**config.mk**
```make
export PLATFORM = sky130hd
export DESIGN_NAME = alu_control_decoder_flat
export DESIGN_NICKNAME = d
export VERILOG_FILES = /design/src/rtl/alu_control_decoder_if.sv /design/src/rtl/alu_control_decoder.sv /design/src/flat_wrapper.sv
export SDC_FILE = /design/constraint.sdc
export NUM_CORES = 1
export LEC_CHECK = 0
export CORE_MARGIN = 2
export CORE_UTILIZATION = 50
export CTS_BUF_LIST = sky130_fd_sc_hd__clkbuf_4 sky130_fd_sc_hd__clkbuf_8 sky130_fd_sc_hd__clkbuf_16
export CTS_CLUSTER_DIAMETER = 100
export CTS_CLUSTER_SIZE = 14
export DETAILED_ROUTE_END_ITERATION = 16
export GPL_TIMING_DRIVEN = 0
export PLACE_DENSITY = 0.91
export SLEW_MARGIN = 25
export SYNTH_ARGS = -nofsm -noshare
export SYNTH_HDL_FRONTEND = slang
export SYNTH_SLANG_ARGS = --single-unit
```
**constraint.sdc**
```tcl
create_clock -name clk -period 2.22 [get_ports clk]
set_input_delay 0.444 -clock clk [delete_from_list [all_inputs] [get_ports clk]]
set_output_delay 0.444 -clock clk [all_outputs]
set_load 0.1 [all_outputs]
```
**src/rtl/alu_control_decoder_if.sv**
```systemverilog
// Bundle of decoder-side signals: fetch handshake, decoded bundle handshake and
// illegal-instruction counter controls.
interface alu_control_decoder_if #(
    parameter int CNT_WIDTH = 16
);
    logic [31:0]          Inst_i;
    logic                 Inst_Valid_i;
    logic                 Inst_Ready_o;
    logic                 Dec_Valid_o;
    logic                 Dec_Ready_i;
    logic [3:0]           ALU_Operation_o;
    logic [31:0]          Imm_o;
    logic                 ALU_Src_o;
    logic                 Reg_Write_o;
    logic [4:0]           Rs1_o;
    logic [4:0]           Rs2_o;
    logic [4:0]           Rd_o;
    logic                 Illegal_o;
    logic                 Clear_Count_i;
    logic [CNT_WIDTH-1:0] Illegal_Count_o;

    modport master (
        output Inst_i, Inst_Valid_i, Dec_Ready_i, Clear_Count_i,
        input  Inst_Ready_o, Dec_Valid_o, ALU_Operation_o, Imm_o, ALU_Src_o,
               Reg_Write_o, Rs1_o, Rs2_o, Rd_o, Illegal_o, Illegal_Count_o
    );

    modport slave (
        input  Inst_i, Inst_Valid_i, Dec_Ready_i, Clear_Count_i,
        output Inst_Ready_o, Dec_Valid_o, ALU_Operation_o, Imm_o, ALU_Src_o,
               Reg_Write_o, Rs1_o, Rs2_o, Rd_o, Illegal_o, Illegal_Count_o
    );
endinterface

```
**src/rtl/alu_control_decoder.sv**
```systemverilog
// RV32 subset ALU-control decoder: combinational decode feeding a 2-entry skid
// buffer (OUT + SKID), with a saturating counter of accepted illegal instructions.
module alu_control_decoder #(
    parameter int CNT_WIDTH = 16
) (
    input logic                 clk,
    input logic                 reset,
    alu_control_decoder_if.slave bus
);
    localparam logic [6:0] OPC_OP_IMM = 7'b0010011;
    localparam logic [6:0] OPC_OP     = 7'b0110011;
    localparam logic [6:0] OPC_LUI    = 7'b0110111;

    localparam logic [3:0] ALU_ADD = 4'b0000;
    localparam logic [3:0] ALU_SUB = 4'b0001;
    localparam logic [3:0] ALU_OR  = 4'b0010;
    localparam logic [3:0] ALU_LUI = 4'b0100;
    localparam logic [3:0] ALU_SLL = 4'b0101;
    localparam logic [3:0] ALU_SRL = 4'b0110;

    typedef struct packed {
        logic [3:0]  op;
        logic [31:0] imm;
        logic        alu_src;
        logic        reg_write;
        logic [4:0]  rs1;
        logic [4:0]  rs2;
        logic [4:0]  rd;
        logic        illegal;
    } bundle_t;

    logic [31:0] inst;
    logic [6:0]  opcode;
    logic [2:0]  funct3;
    logic [6:0]  funct7;
    bundle_t     dec;

    assign inst   = bus.Inst_i;
    assign opcode = inst[6:0];
    assign funct3 = inst[14:12];
    assign funct7 = inst[31:25];

    // Fields left at zero on any unsupported encoding give the illegal bundle.
    always_comb begin
        dec         = '0;
        dec.rs1     = inst[19:15];
        dec.rs2     = inst[24:20];
        dec.rd      = inst[11:7];
        dec.illegal = 1'b1;
        case (opcode)
            OPC_OP_IMM: begin
                case (funct3)
                    3'b000, 3'b110: begin
                        dec.op      = (funct3 == 3'b000) ? ALU_ADD : ALU_OR;
                        dec.imm     = {{20{inst[31]}}, inst[31:20]};
                        dec.alu_src = 1'b1;
                        dec.illegal = 1'b0;
                    end
                    3'b001, 3'b101: begin
                        if (funct7 == 7'b0000000) begin
                            dec.op      = (funct3 == 3'b001) ? ALU_SLL : ALU_SRL;
                            dec.imm     = {27'd0, inst[24:20]};
                            dec.alu_src = 1'b1;
                            dec.illegal = 1'b0;
                        end
                    end
                    default: ;
                endcase
            end
            OPC_OP: begin
                if (funct7 == 7'b0000000) begin
                    case (funct3)
                        3'b000: begin dec.op = ALU_ADD; dec.illegal = 1'b0; end
                        3'b110: begin dec.op = ALU_OR;  dec.illegal = 1'b0; end
                        3'b001: begin dec.op = ALU_SLL; dec.illegal = 1'b0; end
                        3'b101: begin dec.op = ALU_SRL; dec.illegal = 1'b0; end
                        default: ;
                    endcase
                end else if (funct7 == 7'b0100000 && funct3 == 3'b000) begin
                    dec.op      = ALU_SUB;
                    dec.illegal = 1'b0;
                end
            end
            OPC_LUI: begin
                dec.op      = ALU_LUI;
                dec.imm     = {12'd0, inst[31:12]};
                dec.alu_src = 1'b1;
                dec.illegal = 1'b0;
            end
            default: ;
        endcase
        dec.reg_write = !dec.illegal;
    end

    // Handshake: a transfer happens on a rising edge where valid && ready;
    // valid never waits on ready, and ready depends only on registered state.
    bundle_t              out_q;
    bundle_t              skid_q;
    logic                 out_full;
    logic                 skid_full;
    logic [CNT_WIDTH-1:0] count;
    logic                 in_fire;
    logic                 out_fire;

    assign bus.Inst_Ready_o = !skid_full && !reset;
    assign in_fire          = bus.Inst_Valid_i && bus.Inst_Ready_o;
    assign out_fire         = out_full && bus.Dec_Ready_i;

    always_ff @(posedge clk) begin
        if (reset) begin
            out_q     <= '0;
            skid_q    <= '0;
            out_full  <= 1'b0;
            skid_full <= 1'b0;
        end else if (out_fire || !out_full) begin
            // OUT is free this edge: refill from SKID first to keep order.
            if (skid_full) begin
                out_q    <= skid_q;
                out_full <= 1'b1;
                if (in_fire) begin
                    skid_q <= dec;
                end else begin
                    skid_full <= 1'b0;
                end
            end else if (in_fire) begin
                out_q    <= dec;
                out_full <= 1'b1;
            end else begin
                out_full <= 1'b0;
            end
        end else if (in_fire) begin
            skid_q    <= dec;
            skid_full <= 1'b1;
        end
    end

    always_ff @(posedge clk) begin
        if (reset || bus.Clear_Count_i) begin
            count <= '0;
        end else if (in_fire && dec.illegal && count != {CNT_WIDTH{1'b1}}) begin
            count <= count + 1'b1;
        end
    end

    assign bus.Dec_Valid_o     = out_full;
    assign bus.ALU_Operation_o = out_q.op;
    assign bus.Imm_o           = out_q.imm;
    assign bus.ALU_Src_o       = out_q.alu_src;
    assign bus.Reg_Write_o     = out_q.reg_write;
    assign bus.Rs1_o           = out_q.rs1;
    assign bus.Rs2_o           = out_q.rs2;
    assign bus.Rd_o            = out_q.rd;
    assign bus.Illegal_o       = out_q.illegal;
    assign bus.Illegal_Count_o = count;
endmodule

```
**src/flat_wrapper.sv**
```systemverilog
// flat-port wrapper written by rule: the top's interface ports become plain ports
module alu_control_decoder_flat 
#(
    parameter int CNT_WIDTH = 16
)
  (clk, reset, bus_Inst_i, bus_Inst_Valid_i, bus_Dec_Ready_i, bus_Clear_Count_i, bus_Inst_Ready_o, bus_Dec_Valid_o, bus_ALU_Operation_o, bus_Imm_o, bus_ALU_Src_o, bus_Reg_Write_o, bus_Rs1_o, bus_Rs2_o, bus_Rd_o, bus_Illegal_o, bus_Illegal_Count_o);
  alu_control_decoder_if #(.CNT_WIDTH(CNT_WIDTH)) bus_i ();
  input logic clk;
  input logic reset;
  input wire logic [$bits(bus_i.Inst_i)-1:0] bus_Inst_i;
  input wire logic [$bits(bus_i.Inst_Valid_i)-1:0] bus_Inst_Valid_i;
  input wire logic [$bits(bus_i.Dec_Ready_i)-1:0] bus_Dec_Ready_i;
  input wire logic [$bits(bus_i.Clear_Count_i)-1:0] bus_Clear_Count_i;
  output wire logic [$bits(bus_i.Inst_Ready_o)-1:0] bus_Inst_Ready_o;
  output wire logic [$bits(bus_i.Dec_Valid_o)-1:0] bus_Dec_Valid_o;
  output wire logic [$bits(bus_i.ALU_Operation_o)-1:0] bus_ALU_Operation_o;
  output wire logic [$bits(bus_i.Imm_o)-1:0] bus_Imm_o;
  output wire logic [$bits(bus_i.ALU_Src_o)-1:0] bus_ALU_Src_o;
  output wire logic [$bits(bus_i.Reg_Write_o)-1:0] bus_Reg_Write_o;
  output wire logic [$bits(bus_i.Rs1_o)-1:0] bus_Rs1_o;
  output wire logic [$bits(bus_i.Rs2_o)-1:0] bus_Rs2_o;
  output wire logic [$bits(bus_i.Rd_o)-1:0] bus_Rd_o;
  output wire logic [$bits(bus_i.Illegal_o)-1:0] bus_Illegal_o;
  output wire logic [$bits(bus_i.Illegal_Count_o)-1:0] bus_Illegal_Count_o;
  assign bus_i.Inst_i = bus_Inst_i;
  assign bus_i.Inst_Valid_i = bus_Inst_Valid_i;
  assign bus_i.Dec_Ready_i = bus_Dec_Ready_i;
  assign bus_i.Clear_Count_i = bus_Clear_Count_i;
  assign bus_Inst_Ready_o = bus_i.Inst_Ready_o;
  assign bus_Dec_Valid_o = bus_i.Dec_Valid_o;
  assign bus_ALU_Operation_o = bus_i.ALU_Operation_o;
  assign bus_Imm_o = bus_i.Imm_o;
  assign bus_ALU_Src_o = bus_i.ALU_Src_o;
  assign bus_Reg_Write_o = bus_i.Reg_Write_o;
  assign bus_Rs1_o = bus_i.Rs1_o;
  assign bus_Rs2_o = bus_i.Rs2_o;
  assign bus_Rd_o = bus_i.Rd_o;
  assign bus_Illegal_o = bus_i.Illegal_o;
  assign bus_Illegal_Count_o = bus_i.Illegal_Count_o;
  alu_control_decoder #(.CNT_WIDTH(CNT_WIDTH)) u_core (.clk(clk), .reset(reset), .bus(bus_i));
endmodule
```
# Word-level counts from Yosys, hierarchy flattened
# Cells that the tools add are included.
# Widths: inputs -> output; s select.
dict set report classes {
  multipliers 0
  eq_ne 9
  magnitude_cmp 0
  n_reduce_logical 20
  bitwise_logic 0
  div 0
  addsub 1
  n_mux 25
  n_shift 0
}
# op count
set op_table {}
lappend op_table {{$mux 54} 5}
lappend op_table {{$pmux 37 s2} 1}
lappend op_table {{$pmux 33 s2} 1}
lappend op_table {{$mux 37} 1}
lappend op_table {{$eq 7x6->1 const B} 3}
lappend op_table {{$add 16x1->16 const B} 1}
lappend op_table {{$ne 16x16->1 const B} 1}
lappend op_table {{$pmux 4 s3} 1}
lappend op_table {{$mux 1} 10}
lappend op_table {{$pmux 3 s3} 1}
lappend op_table {{$eq 7x5->1 const B} 1}
lappend op_table {{$logic_not 7->1} 1}
lappend op_table {{$eq 3x3->1 const B} 2}
lappend op_table {{$logic_and 1x1->1} 6}
lappend op_table {{$logic_not 1->1} 4}
lappend op_table {{$mux 2} 2}
lappend op_table {{$reduce_bool 2->1} 2}
lappend op_table {{$reduce_or 2->1} 2}
lappend op_table {{$reduce_or 4->1} 1}
lappend op_table {{$eq 3x1->1 const B} 1}
lappend op_table {{$logic_not 3->1} 1}
lappend op_table {{$mux 3} 1}
lappend op_table {{$pmux 1 s3} 1}
lappend op_table {{$logic_or 1x1->1} 2}
lappend op_table {{3 further kinds} 3}
dict set report word_totals {
  inputBits 37
  latchBits 0
  reg_bits 126
  output_inout_bits 72
  wordCells 74
  mem_bits_ro 0
  mem_count 0
  ram_bits 0
}

# Depth between registers and ports, before layout
# Gate-level depths: netlist (run 1).
dict set report logic_depth {
  depth_word 9
  depth_mapped 9
  depth_no_buf 6
}

# Worst setup path before layout (run 1)
# Ideal clock, no wire load.
dict set report synth_timing {
  path_kind {input port to flip-flop}
  start {input port reset}
  end {register u_core.count[15], in the netlist u_core.bus.Illegal_Count_o[15]}
  arrival_ns 3.240
  setup_ns 0.063
  setup_slack_ns -1.084
  path_buffers 1
  stages 6
  required_ns 2.157
  path_cell_list {clkbuf_1 > nor2_1 > nand2_1 > or4_1 > or4_1 > nand2_1}
}
dict set report synth_between {
  elab_chain_cells 5
  word_cells_on_any_way 6
  cone_classes {reduce/logical (6)}
}
# item line_no
set synth_rtl {}
lappend synth_rtl {{start: declaration} flat_wrapper.sv:9} ;# input logic reset;
lappend synth_rtl {{$logic_not 1->1} alu_control_decoder.sv:105} ;# assign bus.Inst_Ready_o = !skid_full && !reset;
lappend synth_rtl {{$logic_and 1x1->1} alu_control_decoder.sv:105}
lappend synth_rtl {{named net bus_Inst_Ready_o} flat_wrapper.sv:14} ;# output wire logic [$bits(bus_i.Inst_Ready_o)-1:0] bus_Inst_Ready_o;
lappend synth_rtl {{$logic_and 1x1->1} alu_control_decoder.sv:106} ;# assign in_fire = bus.Inst_Valid_i && bus.Inst_Ready_o;
lappend synth_rtl {{$logic_and 1x1->1 (2 in a row)} alu_control_decoder.sv:140} ;# end else if (in_fire && dec.illegal && count != {CNT_WIDTH{1'b1}}) begin
lappend synth_rtl {{end signal: assignment} alu_control_decoder.sv:141} ;# count <= count + 1'b1;
lappend synth_rtl {{end: declaration} alu_control_decoder.sv:101} ;# logic [CNT_WIDTH-1:0] count;
# The timed path passes the listed nets, and every way through them passes these cells.
# A chain may end at the register's enable or synchronous reset.

# Worst setup path after layout (run 1)
dict set report layout_timing {
  start {input port reset}
  end {output port bus_Inst_Ready_o}
}
dict set report layout_between {
  elab_chain_cells 2
}
# item line_no
set layout_rtl {}
lappend layout_rtl {{$logic_not 1->1} alu_control_decoder.sv:105}
lappend layout_rtl {{$logic_and 1x1->1} alu_control_decoder.sv:105}
lappend layout_rtl {{end: declaration} flat_wrapper.sv:14}
# Every way passes these cells.

==> results of run 1 <==
-- metrics by stage --
| stage | cell area [um2] | util [%] | total power [mW] | setup TNS [ns] |
|---|---|---|---|---|
| after global routing | 6110 | 67.1 | 4.05 | -0.188 |
| after floorplan | 4660 | - | 2.49 | -0.909 |
| final | 6110 | 67.1 | 3.94 | 0 |
| after detailed placement | 5870 | 64.5 | 2.74 | -40.71 |
| after CTS | 6070 | 66.7 | 3.94 | -0.0155 |
| after global placement | 5870 | 64.5 | 2.72 | -34.93 |
-- final cells by class --
cell class                      count  share of cell area [%]
Timing Repair Buffer              112                    17.1
Clock inverter                      7                    1.45
Sequential cell                   102                    33.7
Antenna cell                        1                  0.0410
Buffer                             49                    4.81
Multi-Input combinational cell    382                    37.9
Inverter                           12                   0.737
Clock buffer                        9                    2.03
Tap cell                          111                    2.27
-- critical path, stage by stage --
cell and delay (ns):
clkdlybuf4s50_1 0.43, clkbuf_8 0.18, nor2_4 0.13, clkdlybuf4s18_2 0.55
-- synth_stat cells (2+ instances only) --
library cell | count | area [um2]
dfxtp_1 | 102 | 2040
nand2_1 | 71 | 267
nor2_1 | 56 | 210
a21oi_1 | 35 | 175
a211oi_1 | 26 | 195
clkbuf_1 | 25 | 93.8
o21ai_0 | 23 | 115
mux2i_1 | 22 | 220
nor3_1 | 17 | 85.1
a221oi_1 | 16 | 140
nand3_1 | 15 | 75.1
buf_4 | 14 | 105
a22o_1 | 11 | 96.3
inv_1 | 11 | 41.3
or4_1 | 11 | 82.6
a21o_1 | 10 | 75.1
or3_1 | 9 | 56.3
o31ai_1 | 8 | 60.1
a31oi_1 | 6 | 37.5
a22oi_1 | 5 | 37.5
buf_1 | 5 | 18.8
buf_2 | 5 | 25.0
o211ai_1 | 5 | 37.5
nand2b_1 | 4 | 25.0
nand4_1 | 4 | 25.0
and2_1 | 3 | 18.8
nand3b_1 | 3 | 22.5
nor2b_1 | 3 | 18.8
a211oi_2 | 2 | 25.0
and3_1 | 2 | 12.5
and4_1 | 2 | 17.5
-- worst paths after layout --
path	start	endpoint	slack, ns	cells after the start
max	reset	bus_Inst_Ready_o	0.04	4
min	bus_Inst_i[31]	u_core.skid_q[48]	0.45	3
max reg2reg	u_core.bus.Illegal_Count_o[0]	u_core.bus.Illegal_Count_o[10]	0.19	7
min reg2reg	u_core.bus.Imm_o[14]	u_core.bus.Imm_o[14]	0.46	1
-- flip-flops by register name, indices dropped and copies added, names as in the netlist --
name                        cells
u_core.bus.ALU_Operation_o      3
u_core.bus.ALU_Src_o            1
u_core.bus.Dec_Valid_o          1
u_core.bus.Illegal_Count_o     16
u_core.bus.Illegal_o            1
u_core.bus.Imm_o               21
u_core.bus.Rd_o                 5
u_core.bus.Reg_Write_o          1
u_core.bus.Rs1_o                5
u_core.bus.Rs2_o                5
u_core.skid_full                1
u_core.skid_q                  42
-- logic make-up (layout without fill, tap and decap cells) --
kind of cell             Yosys count  after routing  share of synthesized area [%]
other                              1              2                         0.0812
buffers and inverters             63            189                           6.80
AND/OR/NAND/NOR                  205            205                           21.0
flip-flops                       102            102                           44.2
multiplexers                      23             23                           5.07
adder cells (fa/ha/maj)            1              1                          0.271
AO/OA/AOI/OAI                    152            152                           22.5
-- power groups by stage --
stage	registers, mW	logic, mW	clock network, mW
floorplan	2.18	0.313	0
global placement	1.95	0.776	0
detailed placement	1.95	0.789	0
CTS	1.91	0.764	1.27
global route	1.91	0.805	1.33
finish	1.91	0.772	1.26
-- what timing repair did --
item,4_1_cts,5_1_grt
resized for setup,114,30
gates cloned,0,1
buffers inserted,3,1
endpoints found under the hold margin,0,0
endpoints found under the setup margin,114,76
pin swaps,3,2
-- routing by layer --
| metal | GRT usage (%) | wire [um] | vias to the layer above |
|---|---|---|---|
| met3 | 5.15 | 1080 | 39 |
| met5 | 0 | 0 | - |
| met1 | 32.6 | 5460 | 2210 |
| li1 | - | - | 2201 |
| met2 | 47.9 | 6860 | 257 |
| met4 | 11.5 | 399 | 0 |
==> results.ini, run 1 <==
[cts]
cts_tree = done
cts_root_buf = clkbuf_8
clkSinkCount = 102
holdBufCountCts = 0
ctsHtreeMaxLevel = 3
clk_pin_slew_ns = 0.10
clock_latency_ns = 0.37
cts_buffer_depth = 2
numCtsBuffers = 9

[route]
wire_per_inst_um = 17.6
drt_pass1_iterations = 5
routed_via_density = 6.00
ant_nets = 0
drt_iter0_drc = 386
route.vias.total = 4707
totalWireLength_um = 13800
post-route-drc-count = 0

[floorplanning]
coreArea_mm2 = 0.00911
std_cell_rows = 35
die_x_um = 100
dieHeight_um = 100
dieArea_mm2 = 0.0100
pin_count = 109
initial_core_util_pct = 50.7

[critical_path]
start_kind = input port
cp-end-kind = primary output
cp.required_ns = 1.78
path_class = input port to primary output
crit_arrival_ns = 1.74
crit_fanout = 10

[sta]
fmax_ghz = 0.458
finalSetupViolations = 0
finalCritPeriodShare_pct = 98.3
fin_ws_ns = 0.0368
clock_skew_ns = 0.00896
slew-limit-headroom_pct = 34.1
final_hold_viol_count = 0
final_max_slew_viol_count = 0
holdWs_ns = 0.446
fin_crit_ns = 2.18
max_slew.worst_pin.slew_ns = 0.993

[power]
p_sw_share_pct = 33.3
p_per_area_mw_per_mm2 = 644
pwr-share-comb_pct = 19.6
p_clk_share_pct = 32.0
intPower_mw = 2.62
ir_worst_vdd_mv = 0.373
pwr-share-seq_pct = 48.4
leakage_nw = 2.48
p_sw_mw = 1.31

[cells_and_area]
multi_input_comb_area_mm2 = 0.00231
layout-drive-gt1-share_pct = 14.9
regArea_mm2 = 0.00206
num-fill-cells = 767
num-nets-final = 706
final_common_cell = dfxtp_1
areaGrowthSynthToFinish_pct = 32.4
finalNonFillerCells = 785
layout_common_cells = 87 x dfxtp_1, 70 x nand2_1, 62 x dlygate4sd2_1

[global_route]
overflow = 0
grt_pass1_wl_um = 21600
grt_pass1_vias = 4551
grt_max_degree = 20
antenna_found_initial = 1
grt_usage_pct = 27.2

[logic_synthesis]
synthArstFlopShare_pct = 0
yosys_warnings = 0
synth-seq-area-share_pct = 44.2
synth_ff_type = dfxtp_1
synth_edf_count = 0
syn_avg_cell_area_um2 = 8.44
ys_seq_elements = 102
syn_area_mm2 = 0.00462
synth_nets = 585
syn-instance-count = 547
ys_types = 47

[placement]
dpl_worst_slack_ns = -0.731
dp_cells = 765
globalplace.congestion = 0.948
dp_hpwl_um = 10200
io_buffers = 107

[flow_run]
cap_violations = 0

[run_status]
status = completed

[min_path]
hold_path.class = input port to flop

(Power assumes the default switching activity.)
==> run 2: changes to the inputs <==
- CORE_UTILIZATION: 50 -> 40
- PLACE_DENSITY: 0.91 -> 0.77
==> results.ini, run 2 (synthesis results as in run 1) <==
[sta]
final_hold_viol_count = 0  ; unchanged
finalCritPeriodShare_pct = 99.6  ; +1.3 points
grt_setup_unrepaired = yes
final_max_slew_viol_count = 0  ; unchanged
fmax_ghz = 0.452  ; -1.3%
finalSetupViolations = 0  ; unchanged
tns_ns = 0  ; unchanged
slew-limit-headroom_pct = 34.2  ; +0.14 points
fin_crit_ns = 2.21  ; +0.0281 ns
clock_skew_ns = 0.00807  ; -0.000894 ns
max_slew.worst_pin.slew_ns = 0.991  ; -0.00215 ns

[cells_and_area]
final_common_cell = dfxtp_1
areaGrowthSynthToFinish_pct = 36.9
num-nets-final = 703  ; -0.42%
num-fill-cells = 999  ; +30%
largest_reg_flops = 42  ; unchanged
utilization_pct = 55.8  ; -11 points
layout-drive-gt1-share_pct = 14.9  ; +0.067 points
finalNonFillerCells = 813  ; +3.6%
multi_input_comb_area_mm2 = 0.00234  ; +1.4%
antenna_cells_inserted = 0  ; -1
largest-register = u_core.skid_q
regArea_mm2 = 0.00206  ; unchanged
layout_common_cells = 87 x dfxtp_1, 70 x nand2_1, 65 x dlygate4sd2_1

[route]
totalWireLength_um = 14200  ; +3.1%
wire_per_inst_um = 17.5  ; -0.48%
drt_iter0_drc = 447  ; +16%
ant_nets = 0  ; unchanged
routed_via_density = 5.85  ; -2.4%
drt_pass1_iterations = 5  ; unchanged
route.vias.total = 4759  ; +1.1%
post-route-drc-count = 0  ; unchanged

[cts]
cts_buffer_depth = 2  ; unchanged
cts_tree = done
numCtsBuffers = 9  ; unchanged
cts_root_buf = clkbuf_16
clkSinkCount = 102  ; unchanged
clk_pin_slew_ns = 0.07  ; -0.03 ns
ctsHtreeMaxLevel = 3  ; unchanged
clock_latency_ns = 0.35  ; -0.02 ns
holdBufCountCts = 0  ; unchanged

[global_route]
grt_max_degree = 19  ; -5.0%
grt_pass1_wl_um = 22200  ; +2.5%
grt_pass1_vias = 4474  ; -1.7%
grt_usage_pct = 21.8  ; -5.5 points
antenna_found_initial = 0  ; -1
overflow = 0  ; unchanged

[floorplanning]
dieHeight_um = 111  ; +11%
pin_count = 109  ; unchanged
coreArea_mm2 = 0.0113  ; +24%
dieArea_mm2 = 0.0124  ; +24%
die_x_um = 111  ; +11%
std_cell_rows = 39  ; +11%
initial_core_util_pct = 40.8  ; -9.9 points

[run_status]
status = completed

[placement]
globalplace.congestion = 1.00  ; +5.6%
io_buffers = 107  ; unchanged
dp_cells = 797  ; +4.2%
dp_hpwl_um = 10200  ; -0.26%

[critical_path]
cp.required_ns = 2.51  ; +0.73 ns
cp-end-kind = flop
start_kind = input port
crit_arrival_ns = 2.50  ; +0.76 ns
crit_fanout = 8  ; -2
path_class = input port to flop

[flow_run]
cap_violations = 0  ; unchanged

[power]
ir_worst_vdd_mv = 0.460  ; +23%
p_per_area_mw_per_mm2 = 720  ; +12%
leakage_nw = 2.51  ; +1.3%

[min_path]
hold_path.class = flop to flop

-- run 2: cell count changes in the layout (fill, tap and decap cells not counted), moves of 3 or more --
cell and delta:
buf_4 -4, clkbuf_16 +10, clkbuf_2 -3, clkbuf_8 -9
clkdlybuf4s15_2 +5, clkdlybuf4s18_2 -7, clkdlybuf4s50_1 +3, dlygate4sd2_1 +3
dlymetal6s2s_1 -4
-- run 2: through the flow --
| step | setup WS [ns] | hold slack, ns | area [um2] | total power, mW |
|---|---|---|---|---|
| 2_1_floorplan | -0.147 | 0.427 | 4660 | 2.49 |
| 3_3_place_gp | -0.663 | 0.438 | 5910 | 2.73 |
| 3_5_place_dp | -0.698 | 0.440 | 5910 | 2.74 |
| 4_1_cts | -0.00799 | 0.453 | 6240 | 4.55 |
| 5_1_grt | -0.0783 | 0.462 | 6320 | 4.67 |
| 6_report | 0.00871 | 0.448 | 6320 | 4.55 |
-- run 2: final timing paths --
check,start,to,slack [ns],depth (start not counted)
hold reg to reg,u_core.bus.Imm_o[14],u_core.bus.Imm_o[14],0.45,1
setup / recovery,bus_Inst_i[5],u_core.bus.Illegal_Count_o[8],0.009,8
hold / removal,u_core.bus.Imm_o[14],u_core.bus.Imm_o[14],0.45,1
setup reg to reg,u_core.bus.Illegal_Count_o[6],u_core.bus.Illegal_Count_o[15],0.20,6
-- run 2: area by class of cell --
| class | count | share of cell area, % |
|---|---|---|
| clock buffer | 9 | 3.56 |
| clock inverter | 7 | 2.02 |
| inverter | 12 | 0.713 |
| tap | 143 | 2.83 |
| sequential | 102 | 32.6 |
| multi-input combinational | 382 | 37.1 |
| timing repair buffer | 110 | 16.4 |
| buffer | 48 | 4.73 |
-- run 2: worst max-delay path, stage by stage --
cell and delay [ns]:
clkdlybuf4s50_1 0.70, inv_1 0.17, nor2_1 0.15, o21ai_2 0.08, and3_4 0.23, clkbuf_16 0.16
or4_1 0.50, nand2_1 0.07
-- run 2: power by group --
| group | switching [mW] | internal, mW | total (mW) | leakage (nW) |
|---|---|---|---|---|
| combinational | 0.579 | 0.198 | 0.777 | 1.51 |
| clock | 0.745 | 1.12 | 1.87 | 0.173 |
| sequential | 0.0313 | 1.88 | 1.91 | 0.834 |
-- run 2: timing repair --
action                     CTS  global route
setup endpoints to repair  127            72
resized for setup          116            23
cloned                       0             1
buffers inserted             2             0
pin swaps                    3             3
-- run 2: layer usage --
| metal | GRT usage, % | wire (um) | up-vias |
|---|---|---|---|
| li1 | - | - | 2206 |
| met1 | 27.1 | 5700 | 2223 |
| met2 | 36.8 | 6810 | 289 |
| met3 | 3.65 | 1240 | 41 |
| met4 | 10.3 | 472 | 0 |
| met5 | 0 | 0 | - |
